[src/rtl/vga_scanout.sv]
// vga_scanout: programmable VGA sync/blank timing, scrolled and pixel-replicated
// framebuffer addressing, and colour output realigned to the sync stream
// across the framebuffer read latency. Runs entirely on the pixel clock.
module vga_scanout #(
    parameter int H_ACTIVE   = 640,
    parameter int H_FP       = 16,
    parameter int H_SYNC     = 96,
    parameter int H_BP       = 48,
    parameter int V_ACTIVE   = 480,
    parameter int V_FP       = 10,
    parameter int V_SYNC     = 2,
    parameter int V_BP       = 33,
    parameter int IMG_W_LOG2 = 8,
    parameter int IMG_H_LOG2 = 8,
    parameter int ADDR_W     = 19,
    parameter int MEM_LAT    = 2
) (
    input  logic                  clk,
    input  logic                  rst_n,
    input  logic [7:0]            q_b,
    input  logic [IMG_W_LOG2-1:0] h_offset,
    input  logic [IMG_H_LOG2-1:0] v_offset,
    input  logic [1:0]            scale,
    input  logic                  mode,
    input  logic [7:0]            border,
    output logic [ADDR_W-1:0]     address_b,
    output logic                  vga_hsync,
    output logic                  vga_vsync,
    output logic                  sync_blank,
    output logic                  sync_b,
    output logic [7:0]            red,
    output logic [7:0]            green,
    output logic [7:0]            blue,
    output logic                  frame_start
);

    localparam int H_TOT = H_ACTIVE + H_FP + H_SYNC + H_BP;
    localparam int V_TOT = V_ACTIVE + V_FP + V_SYNC + V_BP;
    localparam int HC_W  = $clog2(H_TOT);
    localparam int VC_W  = $clog2(V_TOT);

    localparam logic [31:0] H_ACT_C  = 32'(H_ACTIVE);
    localparam logic [31:0] V_ACT_C  = 32'(V_ACTIVE);
    localparam logic [31:0] H_LAST_C = 32'(H_TOT - 1);
    localparam logic [31:0] V_LAST_C = 32'(V_TOT - 1);
    localparam logic [31:0] HS_BEG_C = 32'(H_ACTIVE + H_FP);
    localparam logic [31:0] HS_END_C = 32'(H_ACTIVE + H_FP + H_SYNC);
    localparam logic [31:0] VS_BEG_C = 32'(V_ACTIVE + V_FP);
    localparam logic [31:0] VS_END_C = 32'(V_ACTIVE + V_FP + V_SYNC);
    localparam logic [31:0] IMG_W_C  = 32'(1) << IMG_W_LOG2;
    localparam logic [31:0] IMG_H_C  = 32'(1) << IMG_H_LOG2;

    // Per-pixel attributes that travel alongside the memory read.
    typedef struct packed {
        logic active;
        logic in_window;
        logic hs_on;      // sync asserted (polarity applied at the pins)
        logic vs_on;
        logic mode;
        logic first;      // hc==0 && vc==0
    } tag_t;

    logic [HC_W-1:0]       hc;
    logic [VC_W-1:0]       vc;
    logic [31:0]           hc32;
    logic [31:0]           vc32;
    logic                  h_last;
    logic                  v_last;

    logic [IMG_W_LOG2-1:0] sh_h;
    logic [IMG_H_LOG2-1:0] sh_v;
    logic [1:0]            sh_scale;
    logic                  sh_mode;

    logic [31:0]           win_w;
    logic [31:0]           win_h;
    logic [31:0]           hx;
    logic [31:0]           vy;
    logic [IMG_W_LOG2-1:0] ix;
    logic [IMG_H_LOG2-1:0] iy;
    tag_t                  s0;

    tag_t                  pipe [MEM_LAT+1];
    tag_t                  tl;

    assign hc32   = 32'(hc);
    assign vc32   = 32'(vc);
    assign h_last = (hc32 == H_LAST_C);
    assign v_last = (vc32 == V_LAST_C);
    assign sync_b = 1'b0;

    // RGB332 expands each field by bit repetition; grayscale copies to all three.
    function automatic logic [23:0] decode(input logic [7:0] v, input logic rgb332);
        if (rgb332) begin
            return {v[7:5], v[7:5], v[7:6], v[4:2], v[4:2], v[4:3], {4{v[1:0]}}};
        end
        return {v, v, v};
    endfunction

    // Free-running pixel and line counters; frame period is fixed by the timing parameters.
    always_ff @(posedge clk or negedge rst_n) begin
        // NOTE: every register update uses <= so all flops sample pre-edge values together.
        if (!rst_n) begin
            hc <= '0;
            vc <= '0;
        end else if (h_last) begin
            hc <= '0;
            vc <= v_last ? '0 : vc + VC_W'(1);
        end else begin
            hc <= hc + HC_W'(1);
        end
    end

    // Scroll/scale/mode shadows reload only at the last pixel of a frame, so a frame never tears.
    always_ff @(posedge clk or negedge rst_n) begin
        if (!rst_n) begin
            sh_h     <= '0;
            sh_v     <= '0;
            sh_scale <= '0;
            sh_mode  <= 1'b0;
        end else if (h_last && v_last) begin
            sh_h     <= h_offset;
            sh_v     <= v_offset;
            sh_scale <= (scale == 2'd3) ? 2'd2 : scale;
            sh_mode  <= mode;
        end
    end

    // Stage 0: timing flags, image window test and wrapped image coordinates.
    always_comb begin
        // NOTE: everything gets a default before any condition, so no latch can be inferred.
        s0    = '0;
        win_w = IMG_W_C << sh_scale;
        win_h = IMG_H_C << sh_scale;
        hx    = hc32 >> sh_scale;
        vy    = vc32 >> sh_scale;
        ix    = IMG_W_LOG2'(hx + 32'(sh_h));
        iy    = IMG_H_LOG2'(vy + 32'(sh_v));

        s0.active    = (hc32 < H_ACT_C) && (vc32 < V_ACT_C);
        s0.in_window = (hc32 < win_w) && (vc32 < win_h);
        s0.hs_on     = (hc32 >= HS_BEG_C) && (hc32 < HS_END_C);
        s0.vs_on     = (vc32 >= VS_BEG_C) && (vc32 < VS_END_C);
        s0.mode      = sh_mode;
        s0.first     = (hc32 == 32'd0) && (vc32 == 32'd0);
    end

    // Read address is issued only for visible in-window pixels and otherwise holds.
    always_ff @(posedge clk or negedge rst_n) begin
        if (!rst_n) begin
            address_b <= '0;
        end else if (s0.active && s0.in_window) begin
            address_b <= ADDR_W'({iy, ix});
        end
    end

    // Delay line matching the address register plus memory latency.
    always_ff @(posedge clk or negedge rst_n) begin
        // NOTE: the delay line is only a few flops wide, so it is reset; cleared entries
        // mean "blanked, no sync", which keeps the pins quiet until real timing arrives.
        if (!rst_n) begin
            for (int i = 0; i <= MEM_LAT; i++) begin
                pipe[i] <= '0;
            end
        end else begin
            pipe[0] <= s0;
            for (int i = 1; i <= MEM_LAT; i++) begin
                pipe[i] <= pipe[i-1];
            end
        end
    end

    assign tl = pipe[MEM_LAT];

    // Output register: sync, blank and colour leave together, MEM_LAT+2 after stage 0.
    always_ff @(posedge clk or negedge rst_n) begin
        if (!rst_n) begin
            vga_hsync   <= 1'b1;
            vga_vsync   <= 1'b1;
            sync_blank  <= 1'b0;
            frame_start <= 1'b0;
            red         <= '0;
            green       <= '0;
            blue        <= '0;
        end else begin
            vga_hsync   <= ~tl.hs_on;
            vga_vsync   <= ~tl.vs_on;
            sync_blank  <= tl.active;
            frame_start <= tl.first;
            if (!tl.active) begin
                {red, green, blue} <= '0;
            end else if (!tl.in_window) begin
                {red, green, blue} <= decode(border, tl.mode);
            end else begin
                {red, green, blue} <= decode(q_b, tl.mode);
            end
        end
    end

endmodule
[config.mk]
export PLATFORM = sky130hd
export DESIGN_NAME = vga_scanout
export DESIGN_NICKNAME = d
export VERILOG_FILES = /design/src/rtl/vga_scanout.sv
export SDC_FILE = /design/constraint.sdc
export NUM_CORES = 1
export LEC_CHECK = 0
export CAP_MARGIN = 25
export CORE_MARGIN = 8
export CORE_UTILIZATION = 50
export CTS_CLUSTER_DIAMETER = 200
export CTS_CLUSTER_SIZE = 10
export DETAILED_ROUTE_END_ITERATION = 8
export PLACE_DENSITY = 0.77
export SLEW_MARGIN = 20
export SYNTH_ARGS = -nofsm -noshare
export SYNTH_HDL_FRONTEND = slang
export SYNTH_SLANG_ARGS = --single-unit
[constraint.sdc]
create_clock -name clk -period 3.6 [get_ports clk]
set_clock_uncertainty 0.2 [all_clocks]
set_input_delay 0.72 -clock clk [delete_from_list [all_inputs] [get_ports clk]]
set_output_delay 0.72 -clock clk [all_outputs]
set_load 0.1 [all_outputs]
==> summary.md, run 1 <==
| Metric | Value |
|---|---|
| WP data required | `3620 ps` |
| Vias | `3632` |
| R2r worst-path depth | `10` |
| Antenna viol nets, final | `0` |
| Seq/Total Area, Yosys | `49.7%` |
| Largest net degree at the start of global routing | `56` |
| Port bufs | `80` |
| Synth area leader | `dfrtp_1` |
| CTS tree | `done` |
| Hold Buf Count CTS | `0` |
| Critical Path End Type | `flip-flop` |
| Clock buffer depth | `2` |
| Synthesis-stage register bit count | `101` |
| Post-Syn Instances | `457` |
| Syn. warnings | `0` |
| CORE AREA | `10100 um2` |
| Post-CTS Setup Bufs | `0` |
| Type of origin of the critical path | `flip-flop` |
| Gp weighted congestion | `0.827` |
| Worst hold path depth | `1` |
| Post-synth EDFFs | `0` |
| Final TNS setup | `0 ps` |
| Post-synth top area share | `48.7%` |
| Count leader, synth | `dfrtp_1` |
| Num CTS Buffers | `9` |
| Initial DRC count | `152` |
| Top post-synthesis cells by area | `dfrtp_1 (49%), ha_1 (5.4%), nand2_1 (3.2%)` |
| Max Cap Viol | `0` |
| Clock latency on the worst-skew pair | `370 ps` |
| Initial antenna violation count | `0` |
| Clk root buf | `clkbuf_8` |
| Slew margin rel. | `35.1%` |
| M3 GR Usage | `3.54%` |
| R2R Path End | `address_b[13]` |
| Drt total wl | `11000 um` |
| Final setup viols | `0` |
| I/O Pins | `85` |
| Min-delay src | `pipe[2]` |
| Synthesized area | `5090 um2` |
| Hold WC Path Type | `reg -> reg` |
| Starting Density | `50.4%` |
| Avg Cell Area, Syn | `11.1 um2` |
| Leakage | `2.80 nW` |
| Die ar. | `13700 um2` |
| Sinks on Clock Net | `101` |
| Crit Path Max Fanout | `16` |
| DP HPWL | `8170 um` |
| GR met1 Demand/Resource | `21.1%` |
| Top cells by count, synth | `dfrtp_1 (99), nand2_1 (44), o21ai_0 (31)` |
| Fin Hold WS | `155 ps` |
| GRT overflow | `0` |
| Global route hottest layer | `met2` |
| Cell area power density | `353 nW/um2` |
| Max Fclk | `322 MHz` |
| Residual DRC count | `0` |
| RSZ-0062 raised after global routing | `false` |
| Period utilization | `86.2%` |
| Share of cells above drive strength 1 | `17.2%` |
| Max-slew violation count | `0` |
| Worst Setup Path Type | `reg -> reg` |
| Vias in the first global route | `3625` |
| # diodes | `0` |
| Die W | `117 um` |
| Worst vdd ir | `221 uV` |
| DR vias/cell | `5.47` |
| Layout area overhead | `19.3%` |
| Reg2reg setup slack | `500 ps` |
| Post-CTS sizing | `0` |
| Worst reg2reg startpoint | `sh_scale[1]` |
| Worst-Margin Slew | `970 ps` |
| # rows | `37` |
| Worst Hold Path EP | `vga_vsync` |
| Reg clk slew, reported paths | `100 ps` |
| First-pass GRT wire length | `18100 um` |
| Status | `finished clean` |
| GRT Util Overall | `17.0%` |
| Synth cell types | `52` |
| Min Tclk post-route | `3100 ps` |
| Share of async-settable or async-resettable flops after synthesis | `100%` |
| Overall die height | `117 um` |
| 1st-pass router iterations | `4` |
| CP arrival | `3130 ps` |
| H-tree levels | `3` |
| Endpoints failing hold | `0` |
| Post-synth top flop | `dfrtp_1` |
| Nets | `584` |
| Met2 usage | `28.4%` |
| Routed length per instance | `16.6 um` |
## layer usage
| layer | vias to the layer above | wire (um) |
|---|---|---|
| li1 | 1736 | - |
| met1 | 1767 | 4660 |
| met2 | 116 | 5360 |
| met3 | 13 | 848 |
| met4 | 0 | 164 |
| met5 | - | 0 |
## logic make-up after synthesis
family	Yosys count	share of synthesized area, %
compound gates	98	12.6
simple gates	117	11.7
fa+ha+maj	24	6.19
flops	101	49.7
mux	40	10.6
xor+xnor	24	4.13
other cells	1	0.0737
buf+inv	52	5.01
## stage by stage
| stage | std cells | setup slack, ps | util, % | total power [W] | area, um2 |
|---|---|---|---|---|---|
| 4_1_cts | 664 | 501 | 60.2 | 0.00217 | 6070 |
| 5_1_grt | 664 | 183 | 60.2 | 0.00222 | 6070 |
| 3_3_place_gp | 648 | 734 | 58.1 | 0.00141 | 5860 |
| 3_5_place_dp | 648 | 539 | 58.1 | 0.00141 | 5860 |
| 2_1_floorplan | 460 | 611 | - | 0.00131 | 5100 |
| 6_report | 664 | 497 | 60.2 | 0.00214 | 6070 |
## state kept, by name, indices dropped and copies added (netlist names), 2 cells and up
register	flops
blue	8
red	8
vc	10
green	8
sh_v	8
sh_scale	2
hc	10
sh_h	8
address_b	16
pipe	18
## cells in the final DEF (no fill, tap or decap), types with 2 or more instances in the layout
| cell | Yosys | final |
|---|---|---|
| inv_6 | 0 | 2 |
| a21o_1 | 2 | 2 |
| o31a_1 | 3 | 3 |
| nand3_1 | 5 | 5 |
| xor2_1 | 13 | 13 |
| mux2_2 | 9 | 9 |
| a211oi_1 | 7 | 7 |
| nand3b_1 | 4 | 4 |
| fa_1 | 2 | 2 |
| a221oi_1 | 14 | 14 |
| inv_8 | 0 | 2 |
| and3_1 | 6 | 6 |
| dfrtp_1 | 99 | 99 |
| dfstp_2 | 2 | 2 |
| mux2i_1 | 14 | 14 |
| xnor2_1 | 11 | 11 |
| nand2b_1 | 4 | 4 |
| a21boi_0 | 7 | 7 |
| mux4_2 | 6 | 6 |
| clkinv_4 | 0 | 2 |
| inv_1 | 18 | 18 |
| buf_12 | 1 | 2 |
| buf_4 | 4 | 42 |
| nor2_1 | 21 | 21 |
| o21ai_0 | 31 | 31 |
| nor2b_1 | 7 | 7 |
| a21oi_1 | 15 | 15 |
| o21a_1 | 8 | 8 |
| o31ai_1 | 6 | 6 |
| nand4_1 | 6 | 6 |
| nand2_1 | 44 | 44 |
| nor4_1 | 3 | 3 |
| mux2_4 | 10 | 10 |
| ha_1 | 22 | 22 |
| clkbuf_8 | 0 | 9 |
| nor3_1 | 8 | 8 |
| conb_1 | 1 | 4 |
| clkdlybuf4s50_1 | 0 | 42 |
## where the power goes
group | total (W) | internal, W | switching (W)
Clock | 0.000758 | 0.000339 | 0.000419
Combinational | 0.000233 | 0.0000644 | 0.000169
Sequential | 0.00115 | 0.00115 | 0.00000407
## worst max-delay path by stage
stage                           start             to  slack [ps]
final                     sh_scale[1]  address_b[13]         500
after global routing      sh_scale[1]  address_b[13]         180
after CTS                 sh_scale[1]  address_b[13]         500
after detailed placement  sh_scale[1]  address_b[13]         540
after global placement    sh_scale[1]  address_b[13]         730
after floorplan           sh_scale[1]   address_b[7]         610
## layout make-up
class | count | area [um2]
flip-flops and latches | 101 | 2530
multi-input cells | 307 | 2320
repair buffers | 86 | 776
inverters | 18 | 67.6
well taps | 136 | 170
clock inverters | 7 | 87.6
fillers | 837 | 4020
clock buffers | 9 | 124
## critical path: stages (launching register included)
cell	delay (ps)
dfrtp_1	680
buf_4	310
o21ai_0	150
o21ai_0	370
inv_1	90
ha_1	300
a211oi_1	260
o21bai_1	130
a21oi_1	220
xor2_1	160
o21ai_0	80
(Power assumes the default switching activity.)
==> run 2, diff against run 1 <==
--- a/config.mk
+++ b/config.mk
@@ -6,12 +6,13 @@
 export NUM_CORES = 1
 export LEC_CHECK = 0
 export CAP_MARGIN = 25
-export CORE_MARGIN = 8
+export CORE_MARGIN = 3
 export CORE_UTILIZATION = 50
 export CTS_CLUSTER_DIAMETER = 200
 export CTS_CLUSTER_SIZE = 10
 export DETAILED_ROUTE_END_ITERATION = 8
 export PLACE_DENSITY = 0.77
+export SKIP_CTS_REPAIR_TIMING = 1
 export SLEW_MARGIN = 20
 export SYNTH_ARGS = -nofsm -noshare
 export SYNTH_HDL_FRONTEND = slang
==> run 2 against run 1 <==
Against the previous run: final cell count decreased by 0.15%; sequential power about the same; clock-buffer cell count unchanged; via count increased by 1.6%; power decreased by 2.9%; combinational power about the same; non-clock buffer count increased by 2; register-to-register slack improved by 20 ps; sequential cell count unchanged; setup slack improved by 18 ps; design area decreased by 0.21%; global-route usage increased by 2.5 points; highest routed layer unchanged.
==> summary.md, run 2 (synthesis gave the netlist of run 1 again) <==
| Metric | Value |
|---|---|
| Slowest stage delay, CP | `870 ps (+190 ps)` |
| Endpoints failing hold | `0 (unchanged)` |
| Drt total wl | `10700 um (-3.2%)` |
| I/O Pins | `85 (unchanged)` |
| GRT Util Overall | `19.5% (+2.5 points)` |
| CP top delay family | `compound AO/OA/AOI/OAI gates` |
| Overall die height | `107 um (-8.6%)` |
| GRT overflow | `0 (unchanged)` |
| Layout area overhead | `19.0%` |
| Largest net degree at the start of global routing | `57 (+1.8%)` |
| Crit-path cells | `inv_1 -> a211oi_1 -> a21oi_1 -> ha_1 -> nor2b_1 -> o31a_1 -> o21a_1 -> o21a_1 -> o31ai_1` |
| Register with the most flip-flops | `pipe` |
| Type of origin of the critical path | `flip-flop` |
| Num CTS Buffers | `9 (unchanged)` |
| Final TNS setup | `0 ps (unchanged)` |
| Int Pwr | `0.00148 W (-4.5%)` |
| Hold WC Path Type | `in -> async` |
| H-tree levels | `3 (unchanged)` |
| DR vias/cell | `5.57 (+1.8%)` |
| Worst-Margin Slew | `981 ps (+11.5 ps)` |
| Final setup viols | `0 (unchanged)` |
| # rows | `36 (-2.7%)` |
| Commonest non-fill, non-tap cell in the layout | `dfrtp_1` |
| Min Tclk post-route | `3090 ps (-17.5 ps)` |
| Switching component of the power | `0.000599 W (+1.2%)` |
| Clock buffer depth | `2 (unchanged)` |
| Antenna viol nets, final | `0 (unchanged)` |
| 1st-pass router iterations | `4 (unchanged)` |
| Worst vdd ir | `239 uV (+8.0%)` |
| Slowest CP cell | `dfrtp_1` |
| CP Depth | `9 (-1)` |
| Critical Path End Type | `flip-flop` |
| Routed length per instance | `16.1 um (-3.0%)` |
| Slew margin rel. | `34.4% (-0.77 points)` |
| R2r worst-path depth | `9 (-1)` |
| Residual DRC count | `0 (unchanged)` |
| Top cell by count, worst path | `o21a_1` |
| Initial antenna violation count | `0 (unchanged)` |
| Commonest cells after routing, fill and taps aside | `dfrtp_1 (99), clkdlybuf4s50_1 (52), nand2_1 (44)` |
| Max Cap Viol | `0 (unchanged)` |
| Sinks on Clock Net | `101 (unchanged)` |
| Largest register FFs | `18 (unchanged)` |
| Share of cells above drive strength 1 | `15.7% (-1.6 points)` |
| First-pass GRT wire length | `17900 um (-1.2%)` |
| CORE AREA | `9820 um2 (-2.7%)` |
| Max Fclk | `324 MHz (+0.57%)` |
| Reg clk slew, reported paths | `110 ps (about the same)` |
| WP data required | `3680 ps (+60 ps)` |
| Tot Pwr | `0.00208 W (-2.9%)` |
| Crit Path Max Fanout | `25 (+9)` |
| Worst Setup Path Type | `reg -> reg` |
| Clock latency on the worst-skew pair | `370 ps (about the same)` |
| CTS tree | `done` |
| Vias in the first global route | `3705 (+2.2%)` |
| # diodes | `0 (unchanged)` |
| Gp weighted congestion | `0.862 (+4.3%)` |
| Leakage | `2.78 nW (-0.79%)` |
| DP HPWL | `7730 um (-5.3%)` |
| Final instance area | `6060 um2 (-0.21%)` |
| Clk pwr share | `33.5% (-1.9 points)` |
| Period utilization | `85.7% (-0.49 points)` |
| Port bufs | `80 (unchanged)` |
| Gate power share | `11.2% (+0.3 points)` |
| Sw frac | `28.8% (+1.2 points)` |
| Die ar. | `11400 um2 (-16%)` |
| Clk root buf | `clkbuf_8` |
| Initial DRC count | `156 (+2.6%)` |
| Status | `finished clean` |
| Max-slew violation count | `0 (unchanged)` |
| CP arrival | `3160 ps (+30 ps)` |
| Nets | `586 (+0.34%)` |
| Biggest regs | `pipe x18, address_b x16` |
| Post-DP Area | `5870 um2 (+0.19%)` |
| Flop pwr share | `55.3% (+1.5 points)` |
| Die W | `107 um (-8.6%)` |
| Worst Path Buf+Inv | `1 (-1)` |
| Starting Density | `51.8% (+1.4 points)` |
| Cell area power density | `343 nW/um2 (-2.7%)` |
| Vias | `3690 (+1.6%)` |
| RSZ-0062 raised after global routing | `false` |
run 2: cell count changes in the layout (fill, tap and decap cells not counted), sizes merged:
| cell | change |
|---|---|
| buf | -8 |
| clkinvlp | +2 |
| clkinv | -2 |
| inv | +1 |
| clkdlybuf4s50 | +10 |
| bufinv | -1 |
run 2: final timing paths:
path,from,endpoint,slack (ps)
max,sh_scale[0],address_b[14],510
min,rst_n,blue[6],160
max in group asynchronous,rst_n,vga_hsync,2230
min reg2reg,pipe[3],vga_hsync,160
max reg2reg,sh_scale[0],address_b[14],510
min in group clk,pipe[3],vga_hsync,160
run 2: area by class of cell:
cell class / instances / area, um2
Clock inverter: 7 / 63.8
Timing Repair Buffer: 88 / 791
Multi-Input combinational cell: 307 / 2320
Tap cell: 133 / 166
Sequential cell: 101 / 2530
Inverter: 18 / 67.6
Clock buffer: 9 / 124
Fill cell: 839 / 3760
run 2: power by group through the flow:
stage	clock, W	sequential, W	combinational, W
after floorplan	0	0.00128	0.0000361
after global placement	0	0.00117	0.000233
after detailed placement	0	0.00117	0.000235
after CTS	0.000716	0.00115	0.000235
after global routing	0.000759	0.00115	0.000244
final	0.000696	0.00115	0.000233
run 2: per-layer routing:
metal  routed length (um)  GRT usage, %
met5                    0             0
met4                  201          7.85
met3                  673          4.33
met2                 5360          33.0
met1                 4450          24.4
run 2: worst reg2reg max path: cells and delay by family (launching register included):
family                   cells  cell delay, ps
AO/OA/AOI/OAI                6            1200
flip-flops                   1             870
adder cells (fa/ha/maj)      1             330
buffers and inverters        1             230
AND/OR/NAND/NOR              1             170
run 2: per-stage QoR:
stage | utilization (%) | hold slack, ps | cells | worst slack [ps]
floorplan | - | 131 | 460 | 611
global placement | 59.8 | 135 | 647 | 719
detailed placement | 59.8 | 135 | 647 | 553
CTS | 61.7 | 160 | 663 | 541
global route | 61.7 | 165 | 663 | 286
finish | 61.7 | 156 | 663 | 515
